<file path="src/rtl/square_wave_period_meter.sv">
// square_wave_period_meter
//   Squares a signed 16-bit audio-rate signal with a hysteresis comparator,
//   measures its high time and period in audio samples, and converts the
//   period to a frequency in Hz (unsigned Q20.4) with a restoring divider.
//
// Ports:
//   clk               system clock
//   reset             asynchronous, active-high reset
//   audio_clk_en      one-clk strobe per audio sample; gates sampling/counting
//   in                signed audio input sample
//   period_samples    last measured period, in samples
//   high_samples      high time of that period, in samples
//   measurement_valid one-clk pulse when period/high outputs update
//   freq_q4           SAMPLE_RATE/period in Hz, unsigned Q20.4
//   freq_valid        one-clk pulse when freq_q4 updates
//   no_signal         high while no valid measurement is current
module square_wave_period_meter #(
    parameter int SAMPLE_RATE     = 48000,
    parameter int THRESH_HI       = 12288,
    parameter int THRESH_LO       = 4096,
    parameter int TIMEOUT_SAMPLES = 48000,
    parameter int COUNT_WIDTH     = 17
) (
    input  logic                   clk,
    input  logic                   reset,
    input  logic                   audio_clk_en,
    input  logic signed [15:0]     in,
    output logic [COUNT_WIDTH-1:0] period_samples,
    output logic [COUNT_WIDTH-1:0] high_samples,
    output logic                   measurement_valid,
    output logic [23:0]            freq_q4,
    output logic                   freq_valid,
    output logic                   no_signal
);

    localparam logic [1:0] ST_SYNC = 2'd0;
    localparam logic [1:0] ST_HIGH = 2'd1;
    localparam logic [1:0] ST_LOW  = 2'd2;

    localparam logic signed [15:0]   TH_HI_C    = 16'(THRESH_HI);
    localparam logic signed [15:0]   TH_LO_C    = 16'(THRESH_LO);
    localparam logic [COUNT_WIDTH:0] TIMEOUT_C  = (COUNT_WIDTH + 1)'(TIMEOUT_SAMPLES);
    localparam logic [COUNT_WIDTH-1:0] CNT_ONE_C = COUNT_WIDTH'(32'd1);
    // Q4 result: the dividend carries four fractional bits.
    localparam logic [31:0]          DIVIDEND_C = 32'(SAMPLE_RATE * 16);

    // Clamp a 32-bit quotient into the 24-bit frequency output.
    function automatic logic [23:0] sat24(input logic [31:0] q);
        logic [23:0] r;
        if (q[31:24] != 8'd0) begin
            r = 24'hFF_FFFF;
        end else begin
            r = q[23:0];
        end
        return r;
    endfunction

    logic                   level_r;
    logic [1:0]             state_r;
    logic [COUNT_WIDTH-1:0] high_cnt_r;
    logic [COUNT_WIDTH-1:0] low_cnt_r;

    logic                   level_next_s;
    logic                   rise_s;
    logic                   fall_s;
    logic [COUNT_WIDTH:0]   sum_s;
    logic                   timeout_s;
    logic                   publish_s;

    logic                   busy_r;
    logic                   done_r;
    logic [4:0]             iter_r;
    logic [COUNT_WIDTH-1:0] rem_r;
    logic [31:0]            quo_r;
    logic [COUNT_WIDTH-1:0] divisor_r;

    logic [COUNT_WIDTH:0]   rem_shift_s;
    logic                   ge_s;
    logic [COUNT_WIDTH-1:0] rem_next_s;

    // Hysteresis comparator: next squared level from the current sample.
    always_comb begin
        level_next_s = level_r;
        if (in >= TH_HI_C) begin
            level_next_s = 1'b1;
        end else if (in <= TH_LO_C) begin
            level_next_s = 1'b0;
        end else begin
            level_next_s = level_r;
        end
    end

    assign rise_s = level_next_s & ~level_r;
    assign fall_s = ~level_next_s & level_r;

    // low_cnt is zero in HIGH, so "sum + 1" is the post-edge total for every
    // non-rise edge in HIGH or LOW, including the falling edge.
    assign sum_s     = {1'b0, high_cnt_r} + {1'b0, low_cnt_r};
    assign timeout_s = (sum_s + {{COUNT_WIDTH{1'b0}}, 1'b1}) > TIMEOUT_C;
    assign publish_s = audio_clk_en & (state_r == ST_LOW) & rise_s;

    // Comparator level, measurement state machine and published period/high.
    always_ff @(posedge clk or posedge reset) begin
        if (reset) begin
            level_r           <= 1'b0;
            state_r           <= ST_SYNC;
            high_cnt_r        <= '0;
            low_cnt_r         <= '0;
            period_samples    <= '0;
            high_samples      <= '0;
            measurement_valid <= 1'b0;
            no_signal         <= 1'b1;
        end else begin
            measurement_valid <= 1'b0;
            if (audio_clk_en) begin
                level_r <= level_next_s;
                case (state_r)
                    ST_SYNC: begin
                        if (rise_s) begin
                            high_cnt_r <= CNT_ONE_C;
                            low_cnt_r  <= '0;
                            state_r    <= ST_HIGH;
                        end else begin
                            state_r    <= ST_SYNC;
                        end
                    end
                    ST_HIGH: begin
                        if (timeout_s) begin
                            high_cnt_r <= '0;
                            low_cnt_r  <= '0;
                            no_signal  <= 1'b1;
                            state_r    <= ST_SYNC;
                        end else if (fall_s) begin
                            low_cnt_r  <= CNT_ONE_C;
                            state_r    <= ST_LOW;
                        end else begin
                            high_cnt_r <= high_cnt_r + CNT_ONE_C;
                        end
                    end
                    ST_LOW: begin
                        // A rise beats a simultaneous timeout.
                        if (rise_s) begin
                            period_samples    <= sum_s[COUNT_WIDTH-1:0];
                            high_samples      <= high_cnt_r;
                            measurement_valid <= 1'b1;
                            no_signal         <= 1'b0;
                            high_cnt_r        <= CNT_ONE_C;
                            low_cnt_r         <= '0;
                            state_r           <= ST_HIGH;
                        end else if (timeout_s) begin
                            high_cnt_r <= '0;
                            low_cnt_r  <= '0;
                            no_signal  <= 1'b1;
                            state_r    <= ST_SYNC;
                        end else begin
                            low_cnt_r  <= low_cnt_r + CNT_ONE_C;
                        end
                    end
                    default: begin
                        high_cnt_r <= '0;
                        low_cnt_r  <= '0;
                        state_r    <= ST_SYNC;
                    end
                endcase
            end else begin
                level_r <= level_r;
            end
        end
    end

    // One restoring-division step: shift in the next dividend bit, subtract if it fits.
    always_comb begin
        rem_shift_s = {rem_r, quo_r[31]};
        ge_s        = rem_shift_s >= {1'b0, divisor_r};
        if (ge_s) begin
            rem_next_s = COUNT_WIDTH'(rem_shift_s - {1'b0, divisor_r});
        end else begin
            rem_next_s = rem_shift_s[COUNT_WIDTH-1:0];
        end
    end

    // Sequential divider: loads on publish, 32 iterations, result one clk later.
    // A new publish reloads the operands, discarding any divide in flight.
    always_ff @(posedge clk or posedge reset) begin
        if (reset) begin
            busy_r     <= 1'b0;
            done_r     <= 1'b0;
            iter_r     <= 5'd0;
            rem_r      <= '0;
            quo_r      <= 32'd0;
            divisor_r  <= '0;
            freq_q4    <= 24'd0;
            freq_valid <= 1'b0;
        end else begin
            if (done_r) begin
                freq_q4    <= sat24(quo_r);
                freq_valid <= 1'b1;
            end else begin
                freq_valid <= 1'b0;
            end
            if (publish_s) begin
                busy_r    <= 1'b1;
                done_r    <= 1'b0;
                iter_r    <= 5'd0;
                rem_r     <= '0;
                quo_r     <= DIVIDEND_C;
                divisor_r <= sum_s[COUNT_WIDTH-1:0];
            end else if (busy_r) begin
                rem_r  <= rem_next_s;
                quo_r  <= {quo_r[30:0], ge_s};
                iter_r <= iter_r + 5'd1;
                busy_r <= (iter_r != 5'd31);
                done_r <= (iter_r == 5'd31);
            end else begin
                done_r <= 1'b0;
            end
        end
    end

endmodule

</file>
<file path="config.mk">
export PLATFORM = sky130hd
export DESIGN_NAME = square_wave_period_meter
export DESIGN_NICKNAME = d
export VERILOG_FILES = /design/src/rtl/square_wave_period_meter.sv
export SDC_FILE = /design/constraint.sdc
export NUM_CORES = 1
export LEC_CHECK = 0
export ABC_AREA = 1
export CORE_MARGIN = 8
export CORE_UTILIZATION = 59
export CTS_CLUSTER_DIAMETER = 60
export DETAILED_ROUTE_END_ITERATION = 10
export PLACE_DENSITY = 0.87
export SYNTH_ARGS = -nofsm -noshare
export SYNTH_HDL_FRONTEND = slang
export SYNTH_SLANG_ARGS = --single-unit
</file>
<file path="constraint.sdc">
create_clock -name clk -period 7.9 [get_ports clk]
set_input_delay 1.58 -clock clk [delete_from_list [all_inputs] [get_ports clk]]
set_output_delay 1.58 -clock clk [all_outputs]
set_load 0.02 [all_outputs]
</file>
==> Yosys cells after proc, flatten, opt, wreduce, memory -nomap -nowiden <==
Cells that the tools add are included.
{ "word_totals": {"in_bits": 19, "wordCells": 88, "regBits": 171} }
{ "classes": {"bitwise": 6, "mux": 39, "eq_ne": 8, "magnitude_cmp": 4, "n_reduce_logical": 9, "addsub": 6} }
{ "op_table": {"columns": ["op", "count"], "rows": [
  ["17-bit 2-to-1 mux", 13],
  ["17-bit one-hot mux with 3 select lines", 2],
  ["32-bit 2-to-1 mux", 2],
  ["17-bit by 1-bit adder with 17-bit output (second input constant)", 2],
  ["24-bit 2-to-1 mux", 1],
  ["17-bit by 17-bit adder with 18-bit output", 1],
  ["18-bit by 1-bit adder with 18-bit output (second input constant)", 1],
  ["18-bit by 17-bit >= comparator with 1-bit output", 1],
  ["18-bit by 16-bit > comparator with 1-bit output (second input constant)", 1],
  ["17-bit subtractor", 1],
  ["16-bit by 15-bit >= comparator with 1-bit output (second input constant)", 1],
  ["16-bit by 14-bit less-or-equal comparator with 1-bit output (second input constant)", 1],
  ["1-bit 2-to-1 mux", 13],
  ["5-bit 2-to-1 mux", 2],
  ["3-bit inequality test (second input constant)", 3],
  ["3-bit AND reduction", 3],
  ["2-bit 2-to-1 mux", 4],
  ["8-bit nonzero test", 1],
  ["2-bit one-hot mux with 3 select lines", 1],
  ["5-bit by 1-bit adder with 5-bit output (second input constant)", 1],
  ["5-bit == test (second input constant)", 1],
  ["5-bit inequality test (second input constant)", 1],
  ["1-bit AND", 4],
  ["4-bit AND reduction", 1],
  ["8 further kinds", 10]
]} }

==> Logic depth before layout (Yosys ltp) <==
{ "logic_depth": {"depth_word": 8, "mapped_depth": 24} }

==> Least setup slack after synthesis <==
No wires, ideal clock.
{ "synth_timing": {"kind": "input-to-reg", "startpoint": "input port in[4]", "endpoint": "register rem_r[13]", "path_stages": 14, "setup_slack_ns": 4.526, "t_arrival_ns": 3.308, "required_time_ns": 7.834, "path_cell_list": "nor4_1 > nand3_1 > nand3_1 > a31oi_1 > inv_1 > nor2_1 > inv_1 > nor2_1 > nand2_1 > nand2_1 > clkinv_1 > clkbuf_1 > o221ai_1 > nand2_1"} }
{ "synth_via": {"elab_chain_cells": 6, "word_cells_on_any_way": 8} }
{ "synth_rtl": {"columns": ["element", "line_no", "rtl"], "rows": [
  ["start: declaration", "27", "input logic signed [15:0] in,"],
  ["16-bit by 14-bit less-or-equal comparator with 1-bit output", "86", "end else if (in <= TH_LO_C) begin"],
  ["1-bit 2-to-1 mux", "86", null],
  ["1-bit 2-to-1 mux (*)", "84", "if (in >= TH_HI_C) begin"],
  ["1-bit AND (*)", "93", "assign rise_s = level_next_s & ~level_r;"],
  ["1-bit AND (*)", "100", "assign publish_s = audio_clk_en & (state_r == ST_LOW) & rise_s;"],
  ["17-bit 2-to-1 mux / 2-bit nonzero test (equally long branches)", null, null],
  ["end signal: assignment", "209", "rem_r <= rem_next_s;"],
  ["end: declaration", "73", "logic [COUNT_WIDTH-1:0] rem_r;"]
]} }
Every way passes the cells marked *; elsewhere a longest branch is shown, timed or not.
A chain may end at the register's enable or synchronous reset.

==> Worst setup path after layout <==
{ "layout_timing": {"startpoint": "input port in[4]", "endpoint": "register quo_r[11]"} }
{ "layout_via": {"elab_chain_cells": 6, "word_cells_on_any_way": 8} }
{ "layout_rtl": {"columns": ["element", "line_no", "rtl"], "rows": [
  ["16-bit by 14-bit less-or-equal comparator with 1-bit output", "86", null],
  ["1-bit 2-to-1 mux", "86", null],
  ["1-bit 2-to-1 mux (*)", "84", null],
  ["1-bit AND (*)", "93", null],
  ["1-bit AND (*)", "100", null],
  ["32-bit 2-to-1 mux / 2-bit nonzero test (equally long branches)", null, null],
  ["end signal: assignment", "210", "quo_r <= {quo_r[30:0], ge_s};"],
  ["end: declaration", "74", "logic [31:0] quo_r;"]
]} }
Marked as above.

==> results.toml <==
[synth]
synthXorXnorAreaFrac_pct = 2.44
synth_cell_type_count = 54
synth_area_um2 = 9640
synth_nets = 1290
synth_top_area_share_pct = 44.2
synth_edf_count = 0
synth_top_area_cell = "dfrtp_1"
synthTopCellsByCount = "326 x nand2_1, 170 x dfrtp_1, 165 x inv_1"
synth_fa_ha_area_share_pct = 6.00
yosys_warnings = 0
synth-compound-area-share_pct = 13.0
synthMuxAreaShare_pct = 0
yosysMostFrequentCell = "nand2_1"
synthSimpleGateAreaFrac_pct = 25.5
synth_top_family_by_area = "simple AND/OR/NAND/NOR gates"
synth_ff_type = "dfrtp_1"
avgSynthCellArea_um2 = 7.86
async_flop_share_pct = 100
synth_area_leaders = "dfrtp_1 44%, nand2_1 13%, inv_1 6.4%"
postSynthCellCount = 1226
ys_seq_area_share_pct = 44.4
ys_seq_elements = 171

[drt]
ant_nets = 0
drt-initial-drc-count = 581
vias_per_cell = 5.53
dr_total_vias = 8428
wl_per_cell_um = 15.0
dr.pass1.iters = 5
wl_mm = 22.9
drc = 0

[timing]
rsz0062_at_grt = "no"
tns_ns = 0
finalSetupViolCount = 0
period_share_pct = 65.5
fin_skew_ns = 0.0120
slew_viol_final = 0
period_needed_ns = 5.17
tightest_slew_ns = 1.01
finalHoldViolations = 0
slew_headroom_pct = 32.8
fmax_mhz = 193

[clocking]
ctsHtreeMaxLevel = 4
cts_buffers = 17
clock_path_buffers = 2
clk_pin_slew_worst_paths_ns = 0.07
ctsResizeCount = 0
cts_tree = "built"
ctsHoldBuffers = 0
postCtsSetupBuffers = 0
clk_latency_ns = 0.44
cts_root_buf = "clkbuf_16"
cts.sinks = 171

[global_routing]
grt_pass1_wl_mm = 38.5
gr-usage-all-layers_pct = 23.2
grt_pass1_vias = 8084
antenna_found_initial = 0
grt_overflow = 0
grt_max_degree = 80

[floorplan]
die_h_um = 144
start_util_pct = 60.4
fp-row-count = 46
die_width_um = 144
pin_count = 80
core-area_um2 = 15900
die-area_um2 = 20700

[power_and_ir_drop]
ir_drop_mv = 0.223
p_leak_nw = 5.48
p_per_area_nw_per_um2 = 372

[worst_setup_path]
endpoint_kind = "register"
startpoint_type = "primary input"
crit_arrival_ns = 5.44
critPathKind = "in -> reg"
path_max_fanout = 33
cp.required_ns = 8.17

[status]
outcome = "complete, no violations"

[job]
drv_cap = 0

[placed_design]
place_inst = 1492
gp_congestion = 0.912
io_buffers = 79
place_hpwl_mm = 16.3

[finish]
finalNetCount = 1359
antenna_cells = 0
area_delta_synth_final_pct = 16.1
layout-drive-gt1-share_pct = 8.18
fin_cells = 1524

[hold_path]
min_path_type = "reg -> reg"
[kinds of logic (layout without fill, tap and decap cells)]
group,after synthesis,count (layout)
and+or+nand+nor,558,558
AOI/OAI and AO/OA,215,215
buffers and inverters,211,293
DFF,171,171
adders and majority gates,45,45
xor gates and xnor gates,26,26
[sequential cells by signal, indices dropped and copies added, names as in the netlist]
name and cells:
state_r 2, freq_valid 1, high_samples 17, busy_r 1, quo_r 32, divisor_r 17, iter_r 5, level_r 1
no_signal 1, freq_q4 24, measurement_valid 1, period_samples 17, low_cnt_r 17, done_r 1, high_cnt_r 17, rem_r 17
[placed cells by master, fill, tap and decap left out, types with 2 or more instances in the layout]
cell type,netlist,routed
nand2_1,326,326
dfrtp_1,170,170
inv_1,165,164
nor2_1,87,87
clkdlybuf4s50_1,0,79
o21ai_0,77,77
nand3_1,47,47
ha_1,43,43
a21oi_1,39,39
nand2_2,34,34
a31oi_1,27,27
o22ai_1,26,26
xor2_1,21,21
nand4_1,17,17
nor3_1,17,17
clkbuf_16,0,17
o21ai_1,16,16
inv_2,9,9
a22oi_1,7,7
nor4_1,6,6
buf_4,3,6
a22o_1,5,5
nand3_2,5,5
nor2_2,4,4
o211ai_1,4,4
xnor2_1,4,4
inv_6,0,4
inv_8,0,4
clkinv_8,0,4
nand2_4,3,3
nor2_4,3,3
a21o_1,3,3
and2_1,2,2
clkinv_1,2,2
o21bai_1,2,2
fa_1,2,2
[metal layers]
| metal | wire length [um] | vias to the layer above | track usage (%) |
|---|---|---|---|
| li1 | - | 4107 | - |
| met1 | 9660 | 4017 | 27.4 |
| met2 | 11400 | 245 | 40.7 |
| met3 | 1110 | 59 | 5.04 |
| met4 | 648 | 0 | 8.19 |
| met5 | 0 | - | 0 |
[stage by stage]
stage / setup WS [ns] / cell area (um^2) / power (mW) / util [%] / hold WS [ns]
global route: 2.26 / 11200 / 4.43 / 70.2 / 0.517
finish: 2.73 / 11200 / 4.16 / 70.2 / 0.481
detailed placement: 2.31 / 10600 / 3.26 / 66.3 / 0.470
global placement: 2.45 / 10600 / 3.16 / 66.3 / 0.464
floorplan: 1.69 / 9640 / 2.70 / - / 0.389
CTS: 2.77 / 11200 / 4.15 / 70.2 / 0.490
[final timing paths]
check / endpoint / slack (ns) / depth (start not counted) / startpoint
worst min register to register: period_samples[11]$_DFFE_PP0P_ / 0.48 / 2 / period_samples[11]$_DFFE_PP0P_
worst min-delay path: period_samples[11]$_DFFE_PP0P_ / 0.48 / 2 / period_samples[11]$_DFFE_PP0P_
max in group asynchronous: divisor_r[5]$_DFFE_PP0P_ / 4.59 / 4 / reset
worst max register to register: rem_r[11]$_DFFE_PP0P_ / 3.98 / 15 / quo_r[31]$_DFFE_PP0P_
worst max-delay path: quo_r[11]$_DFFE_PP0P_ / 2.73 / 13 / in[4]
min in group asynchronous: high_samples[11]$_DFFE_PP0P_ / 1.65 / 2 / reset
[layout make-up]
| class | instances | area [um^2] |
|---|---|---|
| Fill cell | 1173 | 4750 |
| Multi-Input combinational cell | 844 | 4520 |
| Sequential cell | 171 | 4280 |
| Timing Repair Buffer | 85 | 836 |
| Inverter | 176 | 666 |
| Clock buffer | 17 | 425 |
| Tap cell | 216 | 270 |
| Clock inverter | 15 | 196 |
[critical path: stages]
cell and delay (ns):
clkdlybuf4s50_1 0.40, nor4_1 0.30, nand3_1 0.11, nand3_1 0.08, a31oi_1 0.07, inv_1 0.08
nor2_1 0.06, inv_1 0.09, nor2_1 0.06, nand2_1 0.66, nand2_1 0.85, inv_1 0.85
a22oi_1 0.23
[report_power, final]
part	switching, mW	internal [mW]	leakage (nW)	total, mW
logic	1.21	0.732	3.00	1.94
clock network	0.403	0.460	0.304	0.863
registers	0.176	1.18	2.17	1.35
total	1.79	2.37	5.48	4.16
Note: power is estimated with default switching activity, not from simulation.
